--- src/rtl/network_descriptor_arbiter_if.sv ---
// Descriptor handshake bundle between the two requesters (host, network),
// the arbiter, and the transmit-side consumer.
interface network_descriptor_arbiter_if;
  logic [47:0] iv_tsntag_host;
  logic [8:0]  iv_bufid_host;
  logic        i_descriptor_wr_host;
  logic        o_descriptor_ack_host;
  logic [47:0] iv_tsntag_network;
  logic [8:0]  iv_bufid_network;
  logic        i_descriptor_wr_network;
  logic        o_descriptor_ack_network;
  logic [56:0] ov_descriptor;
  logic        o_descriptor_wr;
  logic        i_descriptor_ready;

  modport master (
    input  iv_tsntag_host, iv_bufid_host, i_descriptor_wr_host,
    output o_descriptor_ack_host,
    input  iv_tsntag_network, iv_bufid_network, i_descriptor_wr_network,
    output o_descriptor_ack_network,
    output ov_descriptor, o_descriptor_wr,
    input  i_descriptor_ready
  );

  modport slave (
    output iv_tsntag_host, iv_bufid_host, i_descriptor_wr_host,
    input  o_descriptor_ack_host,
    output iv_tsntag_network, iv_bufid_network, i_descriptor_wr_network,
    input  o_descriptor_ack_network,
    input  ov_descriptor, o_descriptor_wr,
    output i_descriptor_ready
  );
endinterface

--- src/rtl/network_descriptor_arbiter.sv ---
// Weighted round-robin arbiter feeding one descriptor at a time from the host
// or network requester into the transmit path, with per-source grant counters.
module network_descriptor_arbiter #(
  parameter int CNT_W = 16
) (
  input  logic                  i_clk,
  input  logic                  i_rst_n,
  input  logic [1:0]            iv_cfg_finish,
  input  logic [3:0]            iv_host_weight,
  input  logic [3:0]            iv_network_weight,
  network_descriptor_arbiter_if.master bus,
  output logic [CNT_W-1:0]      ov_host_grant_cnt,
  output logic [CNT_W-1:0]      ov_network_grant_cnt,
  output logic [1:0]            arb_state
);

  typedef enum logic [1:0] {
    IDLE = 2'd0,
    OUT  = 2'd1
  } state_t;

  state_t            state, state_nxt;
  logic              owner, owner_nxt;     // 0: host, 1: network
  logic [3:0]        credit, credit_nxt;
  logic [3:0]        lim;
  logic              grant_host, grant_net;
  logic              ack_host_p0, ack_net_p0;
  logic [56:0]       desc_p0;
  logic              vld_p0;
  logic [CNT_W-1:0]  host_cnt, net_cnt;

  function automatic logic [3:0] eff_weight(input logic [3:0] w);
    return (w == 4'd0) ? 4'd1 : w;
  endfunction

  always_ff @(posedge i_clk or negedge i_rst_n) begin
    if (!i_rst_n) begin
      state  <= IDLE;
      owner  <= 1'b0;
      credit <= 4'd0;
    end else begin
      state  <= state_nxt;
      owner  <= owner_nxt;
      credit <= credit_nxt;
    end
  end

  always_comb begin
    state_nxt  = state;
    owner_nxt  = owner;
    credit_nxt = credit;
    grant_host = 1'b0;
    grant_net  = 1'b0;
    lim        = (owner ? eff_weight(iv_network_weight) : eff_weight(iv_host_weight)) - 4'd1;
    case (state)
      IDLE: begin
        if (iv_cfg_finish == 2'b11 &&
            (bus.i_descriptor_wr_host || bus.i_descriptor_wr_network)) begin
          state_nxt = OUT;
          if (bus.i_descriptor_wr_host && bus.i_descriptor_wr_network) begin
            // Credit above a freshly reduced weight also lands here and switches.
            if (credit < lim) begin
              grant_host = ~owner;
              grant_net  = owner;
              credit_nxt = credit + 4'd1;
            end else begin
              grant_host = owner;
              grant_net  = ~owner;
              owner_nxt  = ~owner;
              credit_nxt = 4'd0;
            end
          end else begin
            grant_host = bus.i_descriptor_wr_host;
            grant_net  = bus.i_descriptor_wr_network;
            if (bus.i_descriptor_wr_network == owner) begin
              credit_nxt = (credit < lim) ? credit + 4'd1 : lim;
            end else begin
              owner_nxt  = bus.i_descriptor_wr_network;
              credit_nxt = 4'd0;
            end
          end
        end
      end
      OUT: begin
        if (bus.i_descriptor_ready) state_nxt = IDLE;
      end
      default: state_nxt = IDLE;
    endcase
  end

  // Output stage: grant decision registered into ack pulse, descriptor and valid
  always_ff @(posedge i_clk or negedge i_rst_n) begin
    if (!i_rst_n) begin
      ack_host_p0 <= 1'b0;
      ack_net_p0  <= 1'b0;
      desc_p0     <= '0;
      vld_p0      <= 1'b0;
      host_cnt    <= '0;
      net_cnt     <= '0;
    end else begin
      ack_host_p0 <= grant_host;
      ack_net_p0  <= grant_net;
      if (grant_host || grant_net) begin
        desc_p0 <= grant_host ? {bus.iv_tsntag_host, bus.iv_bufid_host}
                              : {bus.iv_tsntag_network, bus.iv_bufid_network};
        vld_p0  <= 1'b1;
      end else if (state == OUT && bus.i_descriptor_ready) begin
        vld_p0  <= 1'b0;
      end
      if (grant_host) host_cnt <= host_cnt + CNT_W'(1);
      if (grant_net)  net_cnt  <= net_cnt + CNT_W'(1);
    end
  end

  assign bus.o_descriptor_ack_host    = ack_host_p0;
  assign bus.o_descriptor_ack_network = ack_net_p0;
  assign bus.ov_descriptor            = desc_p0;
  assign bus.o_descriptor_wr          = vld_p0;
  assign ov_host_grant_cnt            = host_cnt;
  assign ov_network_grant_cnt         = net_cnt;
  assign arb_state                    = state;

endmodule

--- src/flat_wrapper.sv ---
// flat-port wrapper written by rule: the top's interface ports become plain ports
module network_descriptor_arbiter_flat 
#(
  parameter int CNT_W = 16
)
  (i_clk, i_rst_n, iv_cfg_finish, iv_host_weight, iv_network_weight, ov_host_grant_cnt, ov_network_grant_cnt, arb_state, bus_iv_tsntag_host, bus_iv_bufid_host, bus_i_descriptor_wr_host, bus_o_descriptor_ack_host, bus_iv_tsntag_network, bus_iv_bufid_network, bus_i_descriptor_wr_network, bus_o_descriptor_ack_network, bus_ov_descriptor, bus_o_descriptor_wr, bus_i_descriptor_ready);
  network_descriptor_arbiter_if bus_i ();
  input  logic i_clk;
  input  logic i_rst_n;
  input  logic [1:0] iv_cfg_finish;
  input  logic [3:0] iv_host_weight;
  input  logic [3:0] iv_network_weight;
  output logic [CNT_W-1:0] ov_host_grant_cnt;
  output logic [CNT_W-1:0] ov_network_grant_cnt;
  output logic [1:0] arb_state;
  input wire logic [$bits(bus_i.iv_tsntag_host)-1:0] bus_iv_tsntag_host;
  input wire logic [$bits(bus_i.iv_bufid_host)-1:0] bus_iv_bufid_host;
  input wire logic [$bits(bus_i.i_descriptor_wr_host)-1:0] bus_i_descriptor_wr_host;
  output wire logic [$bits(bus_i.o_descriptor_ack_host)-1:0] bus_o_descriptor_ack_host;
  input wire logic [$bits(bus_i.iv_tsntag_network)-1:0] bus_iv_tsntag_network;
  input wire logic [$bits(bus_i.iv_bufid_network)-1:0] bus_iv_bufid_network;
  input wire logic [$bits(bus_i.i_descriptor_wr_network)-1:0] bus_i_descriptor_wr_network;
  output wire logic [$bits(bus_i.o_descriptor_ack_network)-1:0] bus_o_descriptor_ack_network;
  output wire logic [$bits(bus_i.ov_descriptor)-1:0] bus_ov_descriptor;
  output wire logic [$bits(bus_i.o_descriptor_wr)-1:0] bus_o_descriptor_wr;
  input wire logic [$bits(bus_i.i_descriptor_ready)-1:0] bus_i_descriptor_ready;
  assign bus_i.iv_tsntag_host = bus_iv_tsntag_host;
  assign bus_i.iv_bufid_host = bus_iv_bufid_host;
  assign bus_i.i_descriptor_wr_host = bus_i_descriptor_wr_host;
  assign bus_o_descriptor_ack_host = bus_i.o_descriptor_ack_host;
  assign bus_i.iv_tsntag_network = bus_iv_tsntag_network;
  assign bus_i.iv_bufid_network = bus_iv_bufid_network;
  assign bus_i.i_descriptor_wr_network = bus_i_descriptor_wr_network;
  assign bus_o_descriptor_ack_network = bus_i.o_descriptor_ack_network;
  assign bus_ov_descriptor = bus_i.ov_descriptor;
  assign bus_o_descriptor_wr = bus_i.o_descriptor_wr;
  assign bus_i.i_descriptor_ready = bus_i_descriptor_ready;
  network_descriptor_arbiter #(.CNT_W(CNT_W)) u_core (.i_clk(i_clk), .i_rst_n(i_rst_n), .iv_cfg_finish(iv_cfg_finish), .iv_host_weight(iv_host_weight), .iv_network_weight(iv_network_weight), .bus(bus_i), .ov_host_grant_cnt(ov_host_grant_cnt), .ov_network_grant_cnt(ov_network_grant_cnt), .arb_state(arb_state));
endmodule
--- config.mk ---
export PLATFORM = sky130hd
export DESIGN_NAME = network_descriptor_arbiter_flat
export DESIGN_NICKNAME = d
export VERILOG_FILES = /design/src/rtl/network_descriptor_arbiter_if.sv /design/src/rtl/network_descriptor_arbiter.sv /design/src/flat_wrapper.sv
export SDC_FILE = /design/constraint.sdc
export NUM_CORES = 1
export LEC_CHECK = 0
export BUFFER_PORTS_ARGS = -buffer_cell sky130_fd_sc_hd__buf_2
export CAP_MARGIN = 10
export CORE_UTILIZATION = 30
export DETAILED_ROUTE_END_ITERATION = 12
export GPL_TIMING_DRIVEN = 0
export PLACE_DENSITY = 0.52
export SLEW_MARGIN = 15
export SYNTH_ARGS = -nofsm -noshare
export SYNTH_HDL_FRONTEND = slang
export SYNTH_SLANG_ARGS = --single-unit
--- constraint.sdc ---
create_clock -name i_clk -period 8.55 [get_ports i_clk]
set_clock_uncertainty 0.1 [all_clocks]
set_input_delay 1.2825 -clock i_clk [delete_from_list [all_inputs] [get_ports i_clk]]
set_output_delay 1.2825 -clock i_clk [all_outputs]
set_load 0.1 [all_outputs]
==> qor.txt <==
crit path max fanout: 10
Max stage delay cell, worst path: mux2i_2
Clock Tree Root: clkbuf_16
kind of critical path: input pin to flop
ys async rst share: 100%
Slew Limit Fails: 0
LEAKAGE: 3.22 nW
CP Launch Type: input pin
Final Power: 2.26 mW
Initial DRC Count: 318
EDFF count, synth: 0
Placement Rows: 47
largest net degree at the start of global routing: 51
Clk Latency, worst-skew pair: 0.34 ns
Worst Tran Pin Value: 1.07 ns
Detailed Place HPWL: 12200 um
total CTS buffers: 9
post-layout util: 40.8%
worst-case vdd ir drop: 0.000168 V
Syn Area/Cell: 9.23 sq um
clk sink count: 98
DR vias: 5141
Clk pin slew, worst setup/hold paths: 0.07 ns
Pre-antenna DRT Iters: 4
Sum Neg Setup Slack: 0 ns
first-pass GRT wire length: 26400 um
final hold violations: 0
placed standard-cell area: 6460 sq um
# DRC: 0
I/O pins: 223
status: finished, final reports clean
Port Buffer Count: 219
drt total wl: 16800 um
most used cell, CP: ha_1
CP Data Arrival Time: 4.74 ns
FF+latch count, synth: 98
CTS tree: done
PostCTS Resize Cnt: 0
Antenna Diode Count: 0
most common cell in the synthesized netlist: dfrtp_1
Clock Path Buffers: 2
cell area after synthesis: 5050 sq um
Starting Density: 30.6%
chip width: 132 um
CP peak stage delay: 0.90 ns
Pwr Density: 335 nW/um^2
Yosys top cell area share: 48.6%
Req. time, crit path: 8.68 ns
Core Region: 16500 sq um
Routed Antenna Nets: 0
setup violators final: 0
Overflow after GRT: 0
Fillers: 1741
CP endpoint kind: flop
Area Overhead vs Synth: 33.5%
slew margin rel.: 28.7%
final net count: 914
Die ar.: 17400 sq um
initial antenna violation count: 0
die height: 132 um
htree depth: 3
ys flop type: dfrtp_1
Yosys Warn Count: 0
post-route cell area: 6750 sq um
synth cell count leaders: dfrtp_1, nor2_1, a21oi_1
All-Layer GR Usage: 19.2%
Cells after Synth: 547
minimum clock period: 4.61 ns
Post-CTS Hold Fix Bufs: 0
Max Cap Viol: 0
Max Fclk: 217 MHz
share of layout cells above drive strength 1: 33.5%
worst hold path type: flop to flop
cell accounting for the most synthesized area: dfrtp_1
Netlist cell types: 47
register area share after synthesis: 48.6%
Area contributors post-synth: dfrtp_1, a31oi_1, a21oi_1
Final Wtd Congestion: 0.902
vias in the first global route: 5067
Tcrit/Tclk final: 53.9%
wire per inst: 16.7 um
syn_nets: 683
Fin Hold WS: 0.375 ns
RSZ-0062 raised after global routing: false
worst-path cell chain: buf_2 > nor3_1 > o32ai_1 > ha_1 > ha_1 > or4b_1 > o22ai_2 > mux2i_2 > buf_6 > nand4_1 > xnor2_1
vias per cell: 5.13
post-CTS setup buffers: 0
==> cell usage in the layout, fill, tap and decap left out, types with 10 or more instances in the layout <==
cell type / instances
a21oi_1: 60
nand3_1: 19
buf_6: 11
dfrtp_1: 98
nand4_1: 10
xor2_1: 11
nand2_1: 23
a31oi_1: 57
o21ai_0: 53
buf_2: 221
clkbuf_1: 28
xnor2_1: 21
nor2_1: 66
nor3_1: 12
==> flip-flops by register name (all words and copies together), names as in the netlist, 4 cells and up <==
register,count
u_core.bus.ov_descriptor,57
u_core.credit,4
u_core.ov_host_grant_cnt,16
u_core.ov_network_grant_cnt,16
==> path summary, 6_finish.rpt <==
check / startpoint / to / slack (ns) / cells past startpoint
setup / recovery: iv_host_weight[1] / u_core.ov_host_grant_cnt[7] / 3.94 / 11
setup reg to reg: u_core.owner / u_core.ov_host_grant_cnt[7] / 4.39 / 10
min in group asynchronous: i_rst_n / u_core.bus.ov_descriptor[16] / 0.78 / 1
hold / removal: u_core.ov_network_grant_cnt[15] / u_core.ov_network_grant_cnt[15] / 0.37 / 1
max in group asynchronous: i_rst_n / u_core.bus.ov_descriptor[33] / 6.94 / 2
hold reg to reg: u_core.ov_network_grant_cnt[15] / u_core.ov_network_grant_cnt[15] / 0.37 / 1
==> critical path, delay by kind of cell <==
family                   cells  cell delay (ns)
AND/OR/NAND/NOR              3             0.95
XOR/XNOR                     1             0.19
multiplexers                 1             0.90
buffers and inverters        2             0.37
AO/OA/AOI/OAI                2             0.49
adder cells (fa/ha/maj)      2             0.56
==> layer usage <==
| layer | global-route usage [%] | wire length (um) |
|---|---|---|
| met2 | 30.6 | 7770 |
| met5 | 0 | 0 |
| met1 | 25.7 | 7620 |
| met3 | 3.88 | 1010 |
| met4 | 7.62 | 399 |
==> metrics by stage <==
step                std cells  setup slack [ns]
finish                   1003              3.94
CTS                      1003              3.89
floorplan                 547              4.32
detailed placement        987              3.51
global route             1003              3.74
global placement          986              3.57
==> kinds of logic after synthesis <==
logic type	count (synthesis)	share of synthesized area [%]
fa+ha+maj	7	1.73
flops	98	48.6
mux	10	2.30
simple gates	157	14.8
compound gates	192	21.4
buf+inv	50	5.62
other cells	1	0.0742
xor+xnor	32	5.55
==> cell type report <==
cell class	count	area, sq um	share of cell area (%)
Sequential cell	98	2450	36.4
Multi-Input combinational cell	399	2310	34.3
Timing Repair Buffer	220	1130	16.8
Tap cell	220	275	4.08
Buffer	45	265	3.93
Clock buffer	10	239	3.54
Clock inverter	6	50.0	0.742
Inverter	5	18.8	0.278
==> power breakdown <==
group	switching, mW	leakage, nW	internal, mW	total (mW)
combinational	0.970	1.91	0.257	1.23
clock	0.192	0.136	0.209	0.400
sequential	0.0730	1.18	0.558	0.631
Power figures use the tool's default switching activity.
